### src/rtl/mdu_pkg.sv
// mdu_pkg: shared types and constants for the iterative multiply/divide unit.
//   md_op_t     : 3-bit command encodings presented on muldiv_unit.op
//   mdu_state_t : sequencer states (IDLE, RUN, FIX, DONE)
//   MDU_STEPS   : radix-2 iterations per mult/div
//   MDU_DIVZ_Q  : quotient returned on divide by zero
package mdu_pkg;

  typedef enum logic [2:0] {
    MD_MULT  = 3'd0,
    MD_MULTU = 3'd1,
    MD_DIV   = 3'd2,
    MD_DIVU  = 3'd3,
    MD_MTHI  = 3'd4,
    MD_MTLO  = 3'd5
  } md_op_t;

  typedef enum logic [1:0] {
    IDLE = 2'd0,
    RUN  = 2'd1,
    FIX  = 2'd2,
    DONE = 2'd3
  } mdu_state_t;

  localparam int          MDU_STEPS  = 32;
  localparam logic [31:0] MDU_DIVZ_Q = 32'hFFFFFFFF;

  // True for the four ops that go through the multi-cycle sequencer.
  function automatic logic is_muldiv(input logic [2:0] op);
    return (op == MD_MULT) || (op == MD_MULTU) || (op == MD_DIV) || (op == MD_DIVU);
  endfunction

endpackage

### src/rtl/muldiv_unit_div_step.sv
// div_step: one combinational restoring-division step.
//   rem_in  : partial remainder (always < divisor)
//   divisor : divisor magnitude
//   bit_in  : next dividend bit, MSB first
//   rem_out : updated partial remainder
//   q_bit   : quotient bit produced by this step
module div_step (
  input  logic [31:0] rem_in,
  input  logic [31:0] divisor,
  input  logic        bit_in,
  output logic [31:0] rem_out,
  output logic        q_bit
);

  // 33 bits so the trial compare never loses the carry out of rem_in.
  logic [32:0] shifted;

  assign shifted = {rem_in, bit_in};
  assign q_bit   = (shifted >= {1'b0, divisor});
  // When q_bit is set the true difference is < divisor, so 32 bits suffice.
  assign rem_out = q_bit ? (shifted[31:0] - divisor) : shifted[31:0];

endmodule

### src/rtl/muldiv_unit.sv
// muldiv_unit: iterative multiply/divide unit owning the HI/LO registers.
//   clk, reset : rising-edge clock, synchronous active-high reset
//   a, b       : rs/rt operands (dividend/multiplicand, divisor/multiplier)
//   op         : md_op_t command, start : command valid (sampled in IDLE)
//   busy       : operation in progress, done : one-cycle result pulse
//   hi, lo     : architectural HI/LO registers
// Build option: define MDU_FAST_MULT_EN to compute MULT/MULTU with a
// single-cycle multiplier (IDLE -> FIX); divide stays iterative.
module muldiv_unit
  import mdu_pkg::*;
(
  input  logic        clk,
  input  logic        reset,
  input  logic [31:0] a,
  input  logic [31:0] b,
  input  logic [2:0]  op,
  input  logic        start,
  output logic        busy,
  output logic        done,
  output logic [31:0] hi,
  output logic [31:0] lo
);

  function automatic logic [31:0] mag32(input logic signed [31:0] v);
    return v[31] ? (~v + 32'sd1) : v;
  endfunction

  function automatic logic [31:0] neg32(input logic [31:0] v);
    return ~v + 32'd1;
  endfunction

  function automatic logic [63:0] neg64(input logic [63:0] v);
    return ~v + 64'd1;
  endfunction

  mdu_state_t  state;
  logic [4:0]  count;

  // Command captured at accept
  md_op_t      op_p0;
  logic        neg_q_p0, neg_r_p0, divz_p0;
  logic [31:0] ma_p0, mb_p0, a_p0;
  logic [31:0] work_hi, work_lo;

  logic        accept, is_mul_in, is_signed_in, mul_p0;
  logic [31:0] ma_in, mb_in;
  logic [32:0] mul_sum;
  logic [31:0] rem_next;
  logic        q_bit;
  logic [63:0] prod_mag, prod_fix;
  logic [31:0] res_hi, res_lo;

  assign is_mul_in    = (op == MD_MULT) || (op == MD_MULTU);
  assign is_signed_in = (op == MD_MULT) || (op == MD_DIV);
  assign accept       = (state == IDLE) && start && is_muldiv(op);
  assign ma_in        = is_signed_in ? mag32(a) : a;
  assign mb_in        = is_signed_in ? mag32(b) : b;
  assign mul_p0       = (op_p0 == MD_MULT) || (op_p0 == MD_MULTU);

  // Multiply: {work_hi,work_lo} holds partial product over the shifting multiplier.
  assign mul_sum = {1'b0, work_hi} + (work_lo[0] ? {1'b0, ma_p0} : 33'd0);

  // Divide: work_hi is the partial remainder, work_lo shifts dividend out / quotient in.
  div_step u_div_step (
    .rem_in  (work_hi),
    .divisor (mb_p0),
    .bit_in  (work_lo[31]),
    .rem_out (rem_next),
    .q_bit   (q_bit)
  );

  always_comb begin
`ifdef MDU_FAST_MULT_EN
    prod_mag = mul_p0 ? ({32'd0, ma_p0} * {32'd0, mb_p0}) : {work_hi, work_lo};
`else
    prod_mag = {work_hi, work_lo};
`endif
    prod_fix = neg_q_p0 ? neg64(prod_mag) : prod_mag;
    res_hi   = prod_fix[63:32];
    res_lo   = prod_fix[31:0];
    if (!mul_p0) begin
      if (divz_p0) begin
        res_hi = a_p0;
        res_lo = MDU_DIVZ_Q;
      end else begin
        res_lo = neg_q_p0 ? neg32(work_lo) : work_lo;
        res_hi = neg_r_p0 ? neg32(work_hi) : work_hi;
      end
    end
  end

  // Control and architectural registers
  always_ff @(posedge clk) begin
    if (reset) begin
      state <= IDLE;
      count <= 5'd0;
      busy  <= 1'b0;
      done  <= 1'b0;
      hi    <= 32'd0;
      lo    <= 32'd0;
    end else begin
      case (state)
        IDLE: begin
          done <= 1'b0;
          if (accept) begin
            count <= 5'd0;
`ifdef MDU_FAST_MULT_EN
            if (is_mul_in) begin
              state <= FIX;
            end else begin
              busy  <= 1'b1;
              state <= RUN;
            end
`else
            busy  <= 1'b1;
            state <= RUN;
`endif
          end else if (start && (op == MD_MTHI)) begin
            hi <= a;
          end else if (start && (op == MD_MTLO)) begin
            lo <= a;
          end
        end
        RUN: begin
          count <= count + 5'd1;
          if (count == 5'(MDU_STEPS - 1)) state <= FIX;
        end
        FIX: begin
          hi    <= res_hi;
          lo    <= res_lo;
          busy  <= 1'b1;
          done  <= 1'b1;
          state <= DONE;
        end
        DONE: begin
          busy  <= 1'b0;
          done  <= 1'b0;
          state <= IDLE;
        end
        default: state <= IDLE;
      endcase
    end
  end

  // Datapath: operand capture at accept, one radix-2 step per RUN cycle
  always_ff @(posedge clk) begin
    if (accept) begin
      op_p0    <= md_op_t'(op);
      neg_q_p0 <= is_signed_in & (a[31] ^ b[31]);
      neg_r_p0 <= is_signed_in & a[31];
      divz_p0  <= (b == 32'd0);
      a_p0     <= a;
      ma_p0    <= ma_in;
      mb_p0    <= mb_in;
      work_hi  <= 32'd0;
      work_lo  <= is_mul_in ? mb_in : ma_in;
    end else if (state == RUN) begin
      if (mul_p0) begin
        work_hi <= mul_sum[32:1];
        work_lo <= {mul_sum[0], work_lo[31:1]};
      end else begin
        work_hi <= rem_next;
        work_lo <= {work_lo[30:0], q_bit};
      end
    end
  end

endmodule

### config.mk
export PLATFORM = sky130hd
export DESIGN_NAME = muldiv_unit
export DESIGN_NICKNAME = d
export VERILOG_FILES = /design/src/rtl/mdu_pkg.sv /design/src/rtl/muldiv_unit_div_step.sv /design/src/rtl/muldiv_unit.sv
export SDC_FILE = /design/constraint.sdc
export NUM_CORES = 1
export LEC_CHECK = 0
export ABC_AREA = 1
export BUFFER_PORTS_ARGS = -buffer_cell sky130_fd_sc_hd__buf_2
export CELL_PAD_IN_SITES_DETAIL_PLACEMENT = 1
export CELL_PAD_IN_SITES_GLOBAL_PLACEMENT = 1
export CORE_MARGIN = 5
export CORE_UTILIZATION = 45
export CTS_BUF_LIST = sky130_fd_sc_hd__clkbuf_4 sky130_fd_sc_hd__clkbuf_8
export CTS_CLUSTER_SIZE = 25
export DETAILED_ROUTE_END_ITERATION = 10
export GPL_TIMING_DRIVEN = 0
export PLACE_DENSITY = 0.82
export SETUP_SLACK_MARGIN = 0.1
export SLEW_MARGIN = 10
export SYNTH_ARGS = -nofsm -noshare
export SYNTH_HDL_FRONTEND = slang
export SYNTH_SLANG_ARGS = --single-unit
### constraint.sdc
create_clock -name clk -period 5.3 [get_ports clk]
set_clock_uncertainty 0.1 [all_clocks]
set_input_delay 0.53 -clock clk [delete_from_list [all_inputs] [get_ports clk]]
set_output_delay 0.53 -clock clk [all_outputs]
set_load 0.05 [all_outputs]
==> flow_summary.yaml, run 1 <==
detailed_routing:
  num_vias: 25020
  initialDrtViolationCount: 3490
  detailedRoute.firstPassIterationCount: 6
  drc: 0
  detail_route.wirelength_mm: 111.0
  routed_wire_length_per_instance_um: 27.12
  final_antenna_net_count: 0
  drt-vias-per-instance: 6.112
sta:
  min_period_ns: 3.789
  max_freq_mhz: 263.9
  rsz0062_at_grt: "false"
  finalSetupViolations: 0
  relSlewSlack: 0.1715
  holdWs_ns: 0.04126
  report.final.hold_viol_count: 0
  setup_ws_ns: 1.511
  period_share: 0.7148
  slew_viol_final: 0
  worst_pin_slew_ns: 1.243
clock_network:
  clk-insertion-delay-late_ns: 0.70
  cts_sinks: 237
  tritoncts_clock_tree: "built"
  ctsHoldBuffers: 5
  cts_repair_resize_count: 0
  cts.htree.levels: 2
  clock_tree.buffer_depth: 3
  clk_pin_slew_worst_paths_ns: 0.05
  cts-buffers-inserted: 46
  post_cts_buffers: 0
  cts_root_buffer: "clkbuf_8"
finish:
  ff_latch_area_mm2: 0.006066
  ratio_of_cells_with_drive_above_1_in_the_final_layout: 0.08797
  fillerInstances: 6249
  area_delta_synth_final_pct: 12.66
  fin_area_mm2: 0.02285
  multiInputGateArea_mm2: 0.01198
  fin_util: 0.5144
  finalNetCount: 3611
die:
  design.portCount: 136
  fp.dieArea_mm2: 0.04941
  die_height_um: 222.3
  die-width_um: 222.3
  num_rows: 77
  core-area_mm2: 0.04441
  effective_utilization_at_floorplan: 0.4566
logic_synthesis:
  post_synth_num_cell_types: 55
  synth-main-ff-cell: "edfxtp_1"
  synthDominantAreaCellType: "edfxtp_1"
  synthesis.yosys.warnings: 0
  synthesis.nets: 3419
  ys_async_sr_fraction: 0
  yosysTopAreaCellShare: 0.1954
  sequential_cell_area_fraction_in_the_yosys_report: 0.2991
  mappedNetlistArea_mm2: 0.02028
  synth-edff-count: 132
  yosysMostFrequentCell: "nand2_1"
  synth-seq-cells: 237
  postSynthAreaPerCell_um2: 6.198
  synth_common_cells: "nand2_1, inv_1, nor2_1"
  synth.top_cells.by_area: "edfxtp_1, nand2_1, dfxtp_1, inv_1, nor2_1"
  gate_count_after_technology_mapping: 3272
place:
  port-buffer-count: 135
  place_congestion: 1.139
  dpl_cell_area_mm2: 0.02178
  detailedPlacementHpwl_mm: 90.07
  placement.setup.worst_slack_ns: 1.699
worst_setup_path:
  r2r-end: "work_lo[28]"
  timing.critical_path.arrival_ns: 4.12
  r2r_cells: 10
  slowest_stage: "nor2_1"
  critical-path-max-stage-delay_ns: 0.80
  worstPathBufferInverterCount: 5
  cp_cell_sequence: "dlygate4sd3_1 > buf_2 > nor2_1 > inv_2 > nor2_4 > buf_2 > o21ai_0 > nand2_1 > xor2_1 > inv_1 > o211ai_1 > nand2_1"
  req_time_crit_path_ns: 5.63
  reg_to_reg_start: "state[1]"
  critical_path.top_delay_family: "buffers and inverters"
  worst_setup_path_end_kind: "register"
  worst-path-max-fanout: 10
  startpoint: "op[2]"
  worst-r2r-setup-slack_ns: 1.55
  crit_type: "in -> reg"
  setup.worst_path.start_class: "input port"
worst_hold_path:
  hold_path_end: "a_p0[31]"
  timing.hold.worst_path_depth: 1
  min_delay_startpoint: "a[31]"
  worst_hold_path_type: "in -> reg"
global_route:
  grt_first_pass_wirelength_mm: 160.4
  largest_net_degree_at_the_start_of_global_routing: 40
  gr-usage-all-layers: 0.4289
  first_global_vias: 24930
  globalRouteOverflowTotal: 0
  grt_antenna_before_repair: 4
pwr:
  power.leakage_nw: 11.21
  worst_ir_drop_vdd_v: 0.0006886
  p_per_area_mw_per_mm2: 627.3
  totalPowerFinal_mw: 14.33
flow_run:
  max-cap-violations: 0
status:
  run_status: "complete, no violations"
worst reg2reg max path, stage by stage, from the launching register on:
cell and delay (ns):
dfxtp_1 0.35, inv_1 0.12, ha_1 0.30, nand3_1 0.46
inv_1 0.51, clkbuf_1 0.63, buf_2 0.37, buf_12 0.29
buf_12 0.30, nand3_1 0.19, nand2_1 0.09
layout by cell type (no fill, tap or decap), types with 7 or more instances in the layout:
cell type / instances
a21oi_1: 260
a31oi_1: 9
buf_2: 147
clkbuf_1: 91
clkbuf_4: 18
clkbuf_8: 51
clkinv_1: 9
dfxtp_1: 105
edfxtp_1: 132
ha_1: 75
inv_1: 453
inv_2: 15
nand2_1: 928
nand2_2: 22
nand3_1: 205
nand3b_1: 32
nand4_1: 38
nor2_1: 424
nor2_2: 10
nor3_1: 19
nor4_1: 7
o211ai_1: 19
o21ai_0: 245
o21ai_1: 17
o21bai_1: 7
xnor2_1: 8
xor2_1: 76
logic make-up (layout without fill, tap and decap cells):
group	after synthesis	in the layout	synth area share
AO/OA/AOI/OAI	577	577	0.1487
AND/OR/NAND/NOR	1713	1713	0.3571
flip-flops	237	237	0.2991
buffers and inverters	584	813	0.1105
adder cells (fa/ha/maj)	77	77	0.04824
other	0	1	0
XOR/XNOR	84	84	0.03628
per-layer routing:
| layer | wire length (µm) | track usage |
|---|---|---|
| met5 | 27 | 0 |
| met4 | 7053 | 0.2155 |
| met3 | 13830 | 0.09766 |
| met2 | 47370 | 0.6590 |
| met1 | 42760 | 0.5679 |
final cells by class:
class,count,share of cell area
antenna,1,0.0001095
multi-input combinational,2451,0.5242
buffer,111,0.02010
timing repair buffer,144,0.03527
clock buffer,69,0.03664
inverter,473,0.07804
sequential,237,0.2655
clock inverter,16,0.007776
tap,592,0.03242
registers in the layout, indices dropped and copies added (netlist names):
signal,cells
ma_p0,32
neg_r_p0,1
divz_p0,1
work_lo,32
done,1
a_p0,31
state,2
busy,1
work_hi,32
neg_q_p0,1
count,5
op_p0,2
lo,32
mb_p0,32
hi,32
metrics by stage:
stage                     std cells  setup TNS, ns
after floorplan                3272              0
after global placement         3999        -187.91
after detailed placement       4003              0
after CTS                      4093              0
after global routing           4094              0
final                          4094              0
power by group:
| part | switching, mW | internal (mW) | total (mW) |
|---|---|---|---|
| Clock | 0.961 | 1.17 | 2.13 |
| Sequential | 0.887 | 2.59 | 3.48 |
| Combinational | 6.50 | 2.23 | 8.73 |
worst max path at each step:
stage | to | depth (start not counted)
global route | work_lo[19] | 12
CTS | work_lo[28] | 10
finish | work_lo[12] | 12
floorplan | work_lo[5] | 7
detailed placement | work_lo[12] | 11
global placement | work_lo[29] | 8
Power figures use the tool's default switching activity.
==> run 2, diff against run 1 <==
--- a/config.mk
+++ b/config.mk
@@ -10,12 +10,12 @@
 export CELL_PAD_IN_SITES_DETAIL_PLACEMENT = 1
 export CELL_PAD_IN_SITES_GLOBAL_PLACEMENT = 1
 export CORE_MARGIN = 5
-export CORE_UTILIZATION = 45
+export CORE_UTILIZATION = 41
 export CTS_BUF_LIST = sky130_fd_sc_hd__clkbuf_4 sky130_fd_sc_hd__clkbuf_8
 export CTS_CLUSTER_SIZE = 25
 export DETAILED_ROUTE_END_ITERATION = 10
 export GPL_TIMING_DRIVEN = 0
-export PLACE_DENSITY = 0.82
+export PLACE_DENSITY = 0.78
 export SETUP_SLACK_MARGIN = 0.1
 export SLEW_MARGIN = 10
 export SYNTH_ARGS = -nofsm -noshare
==> constraint.sdc (replaced) <==
create_clock -name clk -period 3.2 [get_ports clk]
set_clock_uncertainty 0.1 [all_clocks]
set_input_delay 0.32 -clock clk [delete_from_list [all_inputs] [get_ports clk]]
set_output_delay 0.32 -clock clk [all_outputs]
set_load 0.05 [all_outputs]
==> flow_summary.yaml, run 2 (synthesis results as in run 1) <==
global_route:
  largest_net_degree_at_the_start_of_global_routing: 62
  gr-usage-all-layers: 0.3970
  globalRouteOverflowTotal: 0
  grt_first_pass_wirelength_mm: 158.5
  first_global_vias: 24160
  grt_antenna_before_repair: 8
worst_setup_path:
  r2r_cells: 6
  cp_cell_sequence: "nor2_2 > clkbuf_1 > clkbuf_1 > o21ai_0 > a21oi_1 > nor2_1"
  path_common_cell: "clkbuf_1"
  setup.worst_path.start_class: "register"
  req_time_crit_path_ns: 3.48
  critical-path-max-stage-delay_ns: 0.82
  crit_type: "reg -> reg"
  worst_setup_path_end_kind: "register"
  slowest_stage: "clkbuf_1"
  worst-path-max-fanout: 10
  timing.critical_path.arrival_ns: 3.44
finish:
  area_delta_synth_final_pct: 16.26
  finalNetCount: 3660
  fin_cells: 4216
  ratio_of_cells_with_drive_above_1_in_the_final_layout: 0.1011
  mostFrequentLayoutCell: "nand2_1"
  mostFrequentLayoutCells: "nand2_1, inv_1, nor2_1, a21oi_1, o21ai_0"
  fin_util: 0.4817
pwr:
  p_per_area_mw_per_mm2: 1009
  power.leakage_nw: 11.44
  worst_ir_drop_vdd_v: 0.0008410
detailed_routing:
  routed_wire_length_per_instance_um: 26.49
  drc: 0
  detailedRoute.firstPassIterationCount: 6
  initialDrtViolationCount: 2938
  final_antenna_net_count: 0
  detail_route.wirelength_mm: 111.7
  drt-vias-per-instance: 5.896
  num_vias: 24860
worst_hold_path:
  timing.hold.worst_path_depth: 3
  worst_hold_path_type: "in -> reg"
place:
  detailedPlacementHpwl_mm: 90.22
  port-buffer-count: 135
  dp.cells: 4073
  place_congestion: 1.069
sta:
  report.final.hold_viol_count: 0
  relSlewSlack: 0.3200
  slew_viol_final: 0
  period_share: 0.9851
  finalSetupViolations: 0
  min_period_ns: 3.152
  max_freq_mhz: 317.2
  worst_pin_slew_ns: 1.020
  rsz0062_at_grt: "true"
die:
  design.portCount: 136
  die_height_um: 232.4
  core-area_mm2: 0.04895
  effective_utilization_at_floorplan: 0.4143
  die-width_um: 232.4
  num_rows: 81
  fp.dieArea_mm2: 0.05401
clock_network:
  cts.htree.levels: 2
  clk_pin_slew_worst_paths_ns: 0.08
  cts_sinks: 237
  clk-insertion-delay-late_ns: 0.65
  clock_tree.buffer_depth: 3
  cts-buffers-inserted: 46
  cts_root_buffer: "clkbuf_8"
  tritoncts_clock_tree: "built"
flow_run:
  max-cap-violations: 0
status:
  run_status: "complete, no violations"
==> run 2: cell types whose count changed in the layout (fill, tap and decap cells not counted), sizes merged <==
cell	change
dlygate4sd3	+48
clkinvlp	+3
clkbuf	-2
buf	+1
bufinv	+1
inv	-1
==> run 2: stage by stage <==
stage	power, mW	TNS (ns)	worst slack (ns)	hold WS [ns]	cell area [µm²]
floorplan	14.05	0	0.1373	0.2891	20280
global placement	18.93	-155.48	-1.595	0.3547	21790
detailed placement	19.35	-24.01	-0.4409	0.3705	21840
CTS	22.96	0	0.1000	0.01246	23420
global route	24.84	-0.001864	-0.001864	0.03041	23580
finish	23.79	0	0.04780	0.04460	23580
==> run 2: final cells by class <==
class                           instances  area (µm²)
Antenna cell                            1       2.502
Buffer                                111       488.0
Clock inverter                         19       205.2
Inverter                              473        1787
Multi-Input combinational cell       2451       12090
Timing Repair Buffer                  193        1276
Sequential cell                       237        6086
Tap cell                              664       830.8
Clock buffer                           67       809.5
Fill cell                            6721       25370
==> run 2: worst paths after layout <==
check,slack [ns],from,end
hold / removal,0.04,b[19],mb_p0[19]
hold reg to reg,0.38,count[4],count[4]
setup / recovery,0.05,op_p0[2],work_lo[10]
setup reg to reg,0.05,op_p0[2],work_lo[10]
==> run 2: repair_timing <==
action                                 CTS  global route
gates resized for setup                 15            55
buffers inserted                         0             3
setup endpoints to repair              141            63
endpoints found under the hold margin   59             0
hold buffers                            53             0
==> run 2: critical path, delay by kind of cell, from the launching register on <==
| family | cells | cell delay, ns |
|---|---|---|
| and+or+nand+nor | 2 | 0.63 |
| AOI/OAI and AO/OA | 2 | 0.36 |
| buffers and inverters | 2 | 1.41 |
| DFF | 1 | 0.38 |
==> run 2: power by group <==
part	internal, mW	switching [mW]
Sequential	4.31	1.45
Combinational	3.79	10.7
Clock	1.96	1.58
==> run 2: layer usage <==
layer	vias to the layer above	track usage	wire, µm
li1	11030	-	-
met1	12030	0.5433	45580
met2	1448	0.6115	48080
met3	337	0.07968	12030
met4	10	0.1704	5938
met5	-	0	57
